**src/rtl/wash_cycle_ctrl.sv**
```systemverilog
`default_nettype none
// ============================================================================
// Module   : wash_cycle_ctrl
// Brief    : Parametrised wash-cycle sequencer. Steps through NUM_STAGES
//            programme stages whose durations are snapshotted at start, with
//            pause/resume, door interlock and abort. The stage code drives
//            the motor/valve decoders downstream.
// Revision : 1.0 - initial release
// ============================================================================
module wash_cycle_ctrl #(
    parameter int NUM_STAGES = 5,
    parameter int CNT_W      = 4,
    parameter int STAGE_W    = $clog2(NUM_STAGES + 1)
) (
    input  logic                        clk,
    input  logic                        reset,
    input  logic                        start,
    input  logic                        pause,
    input  logic                        abort,
    input  logic                        door_closed,
    input  logic [NUM_STAGES*CNT_W-1:0] stage_time,
    output logic [STAGE_W-1:0]          stage,
    output logic [CNT_W-1:0]            remaining,
    output logic                        busy,
    output logic                        paused,
    output logic                        done,
    output logic                        aborted
);

    localparam int TIME_W = NUM_STAGES * CNT_W;

    // Controller states
    localparam logic [1:0] ST_IDLE  = 2'd0;
    localparam logic [1:0] ST_RUN   = 2'd1;
    localparam logic [1:0] ST_PAUSE = 2'd2;

    // Stage code reported while no programme is active
    localparam logic [STAGE_W-1:0] IDLE_CODE  = {STAGE_W{1'b1}};
    localparam logic [STAGE_W-1:0] LAST_STAGE = STAGE_W'(NUM_STAGES - 1);

    // ------------------------------------------------------------------------
    // Residual-counter load value for stage idx: D-1, or 0 when D is 0, so a
    // zero-length stage still occupies one RUN cycle.
    // ------------------------------------------------------------------------
    function automatic logic [CNT_W-1:0] load_val(
        input logic [TIME_W-1:0]  times,
        input logic [STAGE_W-1:0] idx
    );
        logic [CNT_W-1:0] dur;
        dur = '0;
        for (int i = 0; i < NUM_STAGES; i++) begin
            if (idx == STAGE_W'(i)) begin
                dur = times[i*CNT_W +: CNT_W];
            end
        end
        return (dur != '0) ? (dur - CNT_W'(1)) : '0;
    endfunction

    logic [1:0]         state_q,     state_d;
    logic [STAGE_W-1:0] stage_q,     stage_d;
    logic [CNT_W-1:0]   remaining_q, remaining_d;
    logic [TIME_W-1:0]  times_q,     times_d;
    logic               busy_q,      busy_d;
    logic               paused_q,    paused_d;
    logic               done_q,      done_d;
    logic               aborted_q,   aborted_d;

    // Pause request and open door both freeze a running programme
    logic hold_req;
    assign hold_req = pause | ~door_closed;

    // Next-state logic; priority abort > hold > stage expiry > start
    always_comb begin
        state_d     = state_q;
        stage_d     = stage_q;
        remaining_d = remaining_q;
        times_d     = times_q;
        done_d      = 1'b0;
        aborted_d   = 1'b0;

        case (state_q)
            ST_IDLE: begin
                // Start is level-sensitive and never latched while blocked
                if (start && door_closed && !pause && !abort) begin
                    state_d     = ST_RUN;
                    times_d     = stage_time;
                    stage_d     = '0;
                    remaining_d = load_val(stage_time, '0);
                end
            end

            ST_RUN: begin
                if (abort) begin
                    state_d     = ST_IDLE;
                    stage_d     = IDLE_CODE;
                    remaining_d = '0;
                    aborted_d   = 1'b1;
                end else if (hold_req) begin
                    // Stage and residual are held, even if the stage was
                    // about to expire this cycle.
                    state_d = ST_PAUSE;
                end else if (remaining_q != '0) begin
                    remaining_d = remaining_q - CNT_W'(1);
                end else if (stage_q < LAST_STAGE) begin
                    stage_d     = stage_q + STAGE_W'(1);
                    remaining_d = load_val(times_q, stage_q + STAGE_W'(1));
                end else begin
                    state_d     = ST_IDLE;
                    stage_d     = IDLE_CODE;
                    remaining_d = '0;
                    done_d      = 1'b1;
                end
            end

            ST_PAUSE: begin
                if (abort) begin
                    state_d     = ST_IDLE;
                    stage_d     = IDLE_CODE;
                    remaining_d = '0;
                    aborted_d   = 1'b1;
                end else if (start && !pause && door_closed) begin
                    // Resume continues from the held residual, no reload
                    state_d = ST_RUN;
                end
            end

            default: begin
                // Unused encoding: recover silently to idle
                state_d     = ST_IDLE;
                stage_d     = IDLE_CODE;
                remaining_d = '0;
            end
        endcase

        busy_d   = (state_d == ST_RUN) || (state_d == ST_PAUSE);
        paused_d = (state_d == ST_PAUSE);
    end

    // State and output registers with asynchronous reset
    always_ff @(posedge clk or posedge reset) begin
        if (reset) begin
            state_q     <= ST_IDLE;
            stage_q     <= IDLE_CODE;
            remaining_q <= '0;
            times_q     <= '0;
            busy_q      <= 1'b0;
            paused_q    <= 1'b0;
            done_q      <= 1'b0;
            aborted_q   <= 1'b0;
        end else begin
            state_q     <= state_d;
            stage_q     <= stage_d;
            remaining_q <= remaining_d;
            times_q     <= times_d;
            busy_q      <= busy_d;
            paused_q    <= paused_d;
            done_q      <= done_d;
            aborted_q   <= aborted_d;
        end
    end

    assign stage     = stage_q;
    assign remaining = remaining_q;
    assign busy      = busy_q;
    assign paused    = paused_q;
    assign done      = done_q;
    assign aborted   = aborted_q;

endmodule
`default_nettype wire

```
**config.mk**
```make
export PLATFORM = sky130hd
export DESIGN_NAME = wash_cycle_ctrl
export DESIGN_NICKNAME = d
export VERILOG_FILES = /design/src/rtl/wash_cycle_ctrl.sv
export SDC_FILE = /design/constraint.sdc
export NUM_CORES = 1
export LEC_CHECK = 0
export CELL_PAD_IN_SITES_DETAIL_PLACEMENT = 1
export CELL_PAD_IN_SITES_GLOBAL_PLACEMENT = 1
export CORE_MARGIN = 2
export CORE_UTILIZATION = 40
export DETAILED_ROUTE_END_ITERATION = 6
export GPL_TIMING_DRIVEN = 0
export PLACE_DENSITY_LB_ADDON = 0.1
export SYNTH_ARGS = -nofsm -noshare
export SYNTH_HDL_FRONTEND = slang
export SYNTH_SLANG_ARGS = --single-unit
export TNS_END_PERCENT = 100
```
**constraint.sdc**
```tcl
create_clock -name clk -period 3.8 [get_ports clk]
set_clock_uncertainty 0.2 [all_clocks]
set_input_delay 0.57 -clock clk [delete_from_list [all_inputs] [get_ports clk]]
set_output_delay 0.57 -clock clk [all_outputs]
set_load 0.005 [all_outputs]
```
# Word level (Yosys, flattened, before mapping)

Cells that the tools add are included.

Bits in registers: 33
Bits in latches: 0
RAM bits: 0
Memory bits (read-only): 0
Bits of input ports: 26
Output and inout bits: 11
Memories: 0

Add/subtract/negate cells: 4
Multiply operators: 0
Divide/modulo/power cells: 0
Order comparisons: 1
Equal/unequal tests: 12
Shifts and indexed selects: 0
Mux-type cells: 43
Bitwise gates (word level): 2
Reduce and logical (&&, ||, !) cells: 17

Operators by type and width:

| operator              | count |
|---|---|
| $mux W4               | 20 |
| $mux W3               | 6 |
| $mux W2               | 7 |
| $pmux W4 S3           | 1 |
| $reduce_bool A4 Y1    | 3 |
| $sub A4 B1 Y4 const B | 3 |
| $pmux W3 S3           | 1 |
| $mux W1               | 7 |
| $eq A3 B2 Y1 const B  | 2 |
| $ne A3 B3 Y1 const B  | 2 |
| $pmux W2 S3           | 1 |
| $logic_and A1 B1 Y1   | 5 |
| $eq A2 B1 Y1 const B  | 2 |
| $eq A2 B2 Y1 const B  | 2 |
| $ne A2 B2 Y1 const B  | 2 |
| $reduce_and A4 Y1     | 1 |
| $add A3 B1 Y3 const B | 1 |
| $eq A3 B1 Y1 const B  | 1 |
| $eq A3 B3 Y1 const B  | 1 |
| $logic_not A3 Y1      | 1 |
| $lt A3 B3 Y1 const B  | 1 |
| $reduce_and A3 Y1     | 1 |
| $logic_not A1 Y1      | 2 |
| $logic_not A2 Y1      | 1 |
| other kinds (5)       | 5 |

# Depth between registers and ports, before layout

Gate-level depths: netlist of the first run.

Depth after elaboration: 19
Depth in mapped cells: 14
Gate-level depth less buffers: 13

# Worst setup path before layout of the first run

No wires, ideal clock.

Kind: register to register
Start: reg stage_q[0] (netlist: stage[0])
End: reg remaining_q[2] (netlist: remaining[2])
Arrival time: 2.713 ns
Required time: 3.534 ns
Path slack: 0.821 ns
Cell stages (with the launch flop): 13
Clock period less this slack: 2.979 ns
Cell sequence: dfstp_2 -> ha_1 -> inv_1 -> ha_1 -> buf_6 -> or2_4 -> a21oi_1 -> a221oi_1 -> ha_1 -> inv_1 -> or4b_1 -> o311ai_1 -> a22o_1

Cells in the longest elaborated chain, start to end: 19
Elaborated cells on any way between the ends: 25

RTL lines:

| element                                                    | RTL line | text |
|---|---|---|
| from (decl)                                                | 60       | `logic [STAGE_W-1:0] stage_q, stage_d;` |
| from (signal assigned)                                     | 152      | `stage_q <= stage_d;` |
| $add A3 B1 Y3                                              | 106      | `remaining_d = load_val(times_q, stage_q + STAGE_W'(1));` |
| $logic_not A3 Y1                                           | 52       | `if (idx == STAGE_W'(i)) begin` |
| $mux W4 (5 in a row)                                       | 52       |  |
| $mux W4                                                    | 104      | `end else if (stage_q < LAST_STAGE) begin` |
| $mux W4                                                    | 102      | `end else if (remaining_q != '0) begin` |
| $mux W4                                                    | 98       | `end else if (hold_req) begin` |
| $mux W4                                                    | 93       | `if (abort) begin` |
| $mux W4                                                    | 81       | `case (state_q)` |
| $sub A4 B1 Y4 / $reduce_bool A4 Y1 (equally long branches) | 56       | `return (dur != '0) ? (dur - CNT_W'(1)) : '0;` |
| $mux W4                                                    | 56       |  |
| $mux W4 (*)                                                | 104      |  |
| $mux W4 (*)                                                | 102      |  |
| $mux W4 (*)                                                | 98       |  |
| $mux W4 (*)                                                | 93       |  |
| $pmux W4 S3 (*)                                            | 81       |  |
| to (signal assigned)                                       | 153      | `remaining_q <= remaining_d;` |
| to (decl)                                                  | 61       | `logic [CNT_W-1:0] remaining_q, remaining_d;` |

Every way passes the cells marked *; elsewhere a longest branch is shown, timed or not. The select of a mux whose other input is x is not followed.
A chain may end at the register's enable or synchronous reset.

# Worst setup path after layout of the first run

Ends and elaborated chain as after synthesis.

==> results.ini, run 1 <==
[final_layout]
num-nets-final = 280
syn2layout_area_growth_pct = 27.1
drive_gt1_share_pct = 15.1
final_common_cell = clkdlybuf4s50_1
n_antenna_cell = 0
mostFrequentLayoutCells = 36 x clkdlybuf4s50_1, 30 x dfrtp_1, 19 x inv_1
final_util_pct = 52.8

[cts]
cts-resized-gates = 0
cts_tree = done
clock-root-buffer = clkbuf_8
cts-buffers-inserted = 5
clock-sinks = 33
htreeDepth = 2
cts_buffer_depth = 2
clk_latency_ps = 270
cts-hold-fix-buffers = 0
post_cts_buffers = 0
clk_pin_slew_worst_paths_ps = 70

[synthesis]
synth_warnings = 0
synth_simple_gate_area_share_pct = 14.0
synthMuxAreaShare_pct = 11.4
synth_fp_nets = 237
synth_top_family_by_area = compound AO/OA/AOI/OAI gates
synthCells = 195
synth_top_area_share_pct = 38.0
netlist_area_um2 = 1970
ys_types = 44
synthTopCellsByArea = dfrtp_1 38%, ha_1 10%, mux2_2 8.6%
synth_compound_area_share_pct = 16.2
synth_xor_area_share_pct = 0.887
ys_seq_area_share_pct = 42.0
yosys.area.top_type = dfrtp_1
ys_seq_elements = 33
synthAdderAreaFrac_pct = 10.1
synth.avg_cell_area_um2 = 10.1

[timing]
rsz0062_at_grt = no
finalCritPeriodShare_pct = 88.9
relSlewSlack_pct = 53.2
finalSetupTns_ps = 0
tightest_slew_ps = 701
max_freq_ghz = 0.296
hold_viol_final = 0
drv_slew = 0
finalSetupViolCount = 0
fin_ws_ps = 422
period_minus_slack_ps = 3380

[placed_design]
hpwl_mm = 3.63
numPortBuffers = 36
gp_congestion = 0.855
pre_cts_slack_ps = 455

[worst_setup_path]
cpMostUsedCell = ha_1
crit_chain = ha_1 > inv_1 > ha_1 > buf_6 > or2_4 > a21oi_1 > a221oi_1 > ha_1 > inv_1 > or4b_1 > o311ai_1 > a22o_1
required_ps = 3820
cp_slowest_stage_delay_ps = 600
worstSetupStartpointType = flop
end_kind = flop
critPathBufInv = 3
r2r_setup_slack_ps = 420
worstPathMaxFanout = 10
critPathArrivalTime_ps = 3390
path_delay_family = compound AO/OA/AOI/OAI gates
cpMaxStageDelayCell = dfstp_2
criticalPathCategory = flop to flop

[pwr]
leakage_nw = 1.08
power_density_nw_per_um2 = 806
finalPower_mw = 2.02
irDropWorstVdd_uv = 308

[detailed_routing]
ant_nets = 0
wirelength_mm = 4.73
route.detailed.drc = 0
routed_via_density = 5.17
drt_iter0_markers = 45
drt_first_pass_iters = 4
wl_per_cell_um = 15.5
routed-via-count = 1582

[status]
outcome = finished, final reports clean

[min_path]
hp-class = flop to flop

[grt]
grt_overflow_total = 0
antenna_found_initial = 0
grt_pass1_wl_mm = 8.16
grt.total_usage_pct = 19.3
grt_max_degree = 34
grt_pass1_vias = 1749

[die]
ioPinCount = 37
core_um2 = 4750
floorplan.rows = 25
dieArea_um2 = 5510
start_util_pct = 41.5
die_w_um = 74.3
die_h_um = 74.3

[run]
maxCapViolCount = 0

## cell families (layout without fill, tap and decap cells)
logic type	after synthesis	count (layout)
and+or+nand+nor	53	53
AOI/OAI and AO/OA	46	46
DFF	33	33
buffers and inverters	25	69
muxes	20	20
adders and majority gates	16	16
xor gates and xnor gates	2	2
## metrics by stage
stage / hold WS (ps) / area, µm² / cells
after floorplan: 256 / 1970 / 195
after global placement: 277 / 2420 / 298
after detailed placement: 295 / 2420 / 298
after CTS: 311 / 2510 / 306
after global routing: 325 / 2510 / 306
final: 304 / 2510 / 306
## flip-flops by register name, indices dropped and copies added (netlist names)
register	count
times_q	20
remaining	4
stage	3
state_q	2
aborted	1
busy	1
done	1
paused	1
## tightest hold or removal path, delay by kind of cell, from the launching register on
kind,cells,cell delay (ps)
flip-flops,1,350
AO/OA/AOI/OAI,1,60
AND/OR/NAND/NOR,1,50
## report_power, final
group	leakage [nW]	total, mW	switching [mW]	internal (mW)
Sequential	0.400	0.680	0.144	0.536
Combinational	0.637	1.07	0.552	0.519
Clock	0.0455	0.270	0.122	0.148
## Yosys cell counts
cell      number
and2_1         2
nand4_1        1
a22oi_1        1
nor2b_1        3
or2_4          1
o21bai_1       1
nor2_1         9
a221oi_4       1
nor3_1         5
a21oi_2        1
nand2_1       18
dfrtp_1       30
buf_6          1
nand3_1        6
a21boi_1       1
ha_1          16
buf_1          2
mux2_1         5
xnor2_1        2
o31a_1         1
a31oi_1        2
buf_2          1
nand2b_1       3
o22ai_2        1
a221oi_2       1
a221oi_1       1
o22a_1         1
buf_4          1
o21ai_0       11
nor3b_2        3
or4b_1         1
nor3b_1        1
o21ai_1        2
a21oi_1       13
mux2_2        15
o32a_1         1
o311ai_1       1
a31o_1         1
a211o_1        1
inv_1         20
dfstp_2        3
a211oi_1       1
a22o_1         1
o22ai_1        2
## path summary, 6_finish.rpt
check                                        from                  endpoint  cells past startpoint
max in group asynchronous                   reset    times_q[9]$_DFFE_PP0P_                      2
setup reg to reg             stage[0]$_DFFE_PP1P_  remaining[2]$_DFFE_PP0P_                     12
setup / recovery             stage[0]$_DFFE_PP1P_  remaining[2]$_DFFE_PP0P_                     12
hold reg to reg            times_q[1]$_DFFE_PP0P_    times_q[1]$_DFFE_PP0P_                      2
min in group asynchronous                   reset   times_q[11]$_DFFE_PP0P_                      2
hold / removal             times_q[1]$_DFFE_PP0P_    times_q[1]$_DFFE_PP0P_                      2
## cell type report
type / instances / area [µm²]
fillers: 551 / 2250
multi-input cells: 137 / 1040
inverters: 20 / 75.1
flip-flops and latches: 33 / 830
repair buffers: 36 / 360
well taps: 67 / 83.8
clock buffers: 8 / 90.1
plain buffers: 5 / 31.3
## per-layer routing
metal	wire length, µm	global-route usage (%)	vias up	share of wire (%)
met1	2020	23.2	787	43
li1	-	-	765	-
met5	0	0	-	0
met4	47	5.36	0	0.99
met2	2490	35.0	25	53
met3	174	4.07	5	3.7
Note: power is estimated with default switching activity, not from simulation.
==> run 2: changes to the inputs <==
--- a/config.mk
+++ b/config.mk
@@ -8,7 +8,9 @@
 export CELL_PAD_IN_SITES_DETAIL_PLACEMENT = 1
 export CELL_PAD_IN_SITES_GLOBAL_PLACEMENT = 1
+export CORE_ASPECT_RATIO = 1.75
 export CORE_MARGIN = 2
-export CORE_UTILIZATION = 40
+export CORE_UTILIZATION = 45
 export DETAILED_ROUTE_END_ITERATION = 6
+export DONT_BUFFER_PORTS = 1
 export GPL_TIMING_DRIVEN = 0
 export PLACE_DENSITY_LB_ADDON = 0.1
==> constraint.sdc (replaced) <==
create_clock -name clk -period 3.8 [get_ports clk]
set_clock_uncertainty 0.2 [all_clocks]
set_input_delay 0.76 -clock clk [delete_from_list [all_inputs] [get_ports clk]]
set_output_delay 0.76 -clock clk [all_outputs]
set_load 0.005 [all_outputs]
==> results.ini, run 2 (same netlist as run 1, synthesis figures left out) <==
[pwr]
finalPower_mw = 1.88  ; -6.8%
power_density_nw_per_um2 = 881  ; +9.3%
leakage_nw = 0.950  ; -12%
irDropWorstVdd_uv = 454  ; +47%

[timing]
rsz0062_at_grt = no
finalSetupViolCount = 0  ; unchanged
hold_viol_final = 0  ; unchanged
finalSetupTns_ps = 0  ; unchanged
timing.hold.ws_ps = 76.1  ; -228 ps
finalCritPeriodShare_pct = 85.5  ; -3.4 points
period_minus_slack_ps = 3250  ; -129 ps
max_freq_ghz = 0.308  ; +4.0%
fin_ws_ps = 551  ; +129 ps
tightest_slew_ps = 567  ; -134 ps
relSlewSlack_pct = 62.2  ; +9.0 points
drv_slew = 0  ; unchanged

[final_layout]
largest-register = times_q
n_antenna_cell = 0  ; unchanged
instances_no_fill = 253  ; -17%
largest_reg_flops = 20  ; unchanged
num-nets-final = 245  ; -13%
final_common_cell = dfrtp_1
syn2layout_area_growth_pct = 8.30
final_util_pct = 51.0  ; -1.7 points
drive_gt1_share_pct = 18.1  ; +3.1 points
stdcell_area_um2 = 2140  ; -15%
fillers = 481  ; -13%
mostFrequentLayoutCells = 30 x dfrtp_1, 19 x inv_1, 18 x nand2_1

[grt]
antenna_found_initial = 0  ; unchanged
grt_pass1_vias = 1658  ; -5.2%
grt_pass1_wl_mm = 7.40  ; -9.2%
grt_overflow_total = 0  ; unchanged
grt.total_usage_pct = 20.3  ; +0.91 points
grt_max_degree = 34  ; unchanged

[cts]
cts-resized-gates = 0  ; unchanged
post_cts_buffers = 0  ; unchanged
clock-sinks = 33  ; unchanged
clk_pin_slew_worst_paths_ps = 70  ; about the same
htreeDepth = 2  ; unchanged
clock-root-buffer = clkbuf_8
cts-buffers-inserted = 5  ; unchanged
cts_tree = done
cts_buffer_depth = 2  ; unchanged
clk_latency_ps = 280  ; about the same
cts-hold-fix-buffers = 0  ; unchanged

[die]
start_util_pct = 47.1  ; +5.6 points
die_h_um = 91.6  ; +23%
core_um2 = 4190  ; -12%
floorplan.rows = 31  ; +24%
die_w_um = 54.1  ; -27%
dieArea_um2 = 4950  ; -10%
ioPinCount = 37  ; unchanged

[placed_design]
gp_congestion = 0.885  ; +3.5%
placed_cells = 244  ; -18%
hpwl_mm = 3.61  ; -0.41%
pre_cts_slack_ps = 525  ; +69.9 ps
numPortBuffers = 0  ; -100%
placed_cell_area_um2 = 2040  ; -16%

[worst_setup_path]
critPathArrivalTime_ps = 3270  ; -120 ps
end_kind = flop
worstPathMaxFanout = 10  ; unchanged
criticalPathCategory = flop to flop
required_ps = 3820  ; about the same
worstSetupStartpointType = flop

[detailed_routing]
routed_via_density = 5.73  ; +11%
wl_per_cell_um = 17.7  ; +15%
wirelength_mm = 4.49  ; -5.2%
routed-via-count = 1450  ; -8.3%
drt_iter0_markers = 13  ; -71%
route.detailed.drc = 0  ; unchanged
drt_first_pass_iters = 3  ; -1
ant_nets = 0  ; unchanged

[status]
outcome = finished, final reports clean

[run]
maxCapViolCount = 0  ; unchanged

[min_path]
hp-class = primary input to asynchronous set/reset pin

[run 2: cell type report]
| type | instances | area [µm²] | area share, % |
|---|---|---|---|
| plain buffers | 5 | 31.3 | 1.46 |
| well taps | 49 | 61.3 | 2.87 |
| clock buffers | 6 | 72.6 | 3.39 |
| repair buffers | 1 | 20.0 | 0.936 |
| flip-flops and latches | 33 | 830 | 38.8 |
| multi-input cells | 137 | 1040 | 48.6 |
| inverters | 20 | 75.1 | 3.51 |
| clock inverters | 2 | 10.0 | 0.468 |
[run 2: final timing paths]
check	start	end	slack, ps	depth (start not counted)
min reg2reg	times_q[15]$_DFFE_PP0P_	times_q[15]$_DFFE_PP0P_	300	1
max	stage[0]$_DFFE_PP1P_	remaining[2]$_DFFE_PP0P_	550	12
max in group asynchronous	reset	stage[1]$_DFFE_PP1P_	2840	2
max reg2reg	stage[0]$_DFFE_PP1P_	remaining[2]$_DFFE_PP0P_	550	12
min in group clk	times_q[15]$_DFFE_PP0P_	times_q[15]$_DFFE_PP0P_	300	1
min	reset	times_q[19]$_DFFE_PP0P_	80	1
[run 2: metal layers]
metal  part of all wire, %  vias to the layer above  GRT usage, %
met4                   2.0                        0          7.08
met3                   3.6                        7          4.72
met2                    58                       26          38.6
li1                      -                      701             -
met5                     0                        -             0
met1                    36                      716          19.6
[run 2: power breakdown]
part           switching, mW  leakage (nW)  total, mW  internal (mW)
registers              0.155         0.400      0.691          0.536
logic                  0.519         0.505      0.939          0.420
clock network          0.127        0.0450      0.253          0.127
total                  0.801         0.950       1.88           1.08
[run 2: critical path, stage by stage, from the launching register on]
cell and delay [ps]:
dfstp_2 610, ha_1 170, inv_1 40, ha_1 280, buf_6 140, or2_4 140
a21oi_1 40, a221oi_1 440, ha_1 270, inv_1 60, or4b_1 510, o311ai_1 100
a22o_1 200
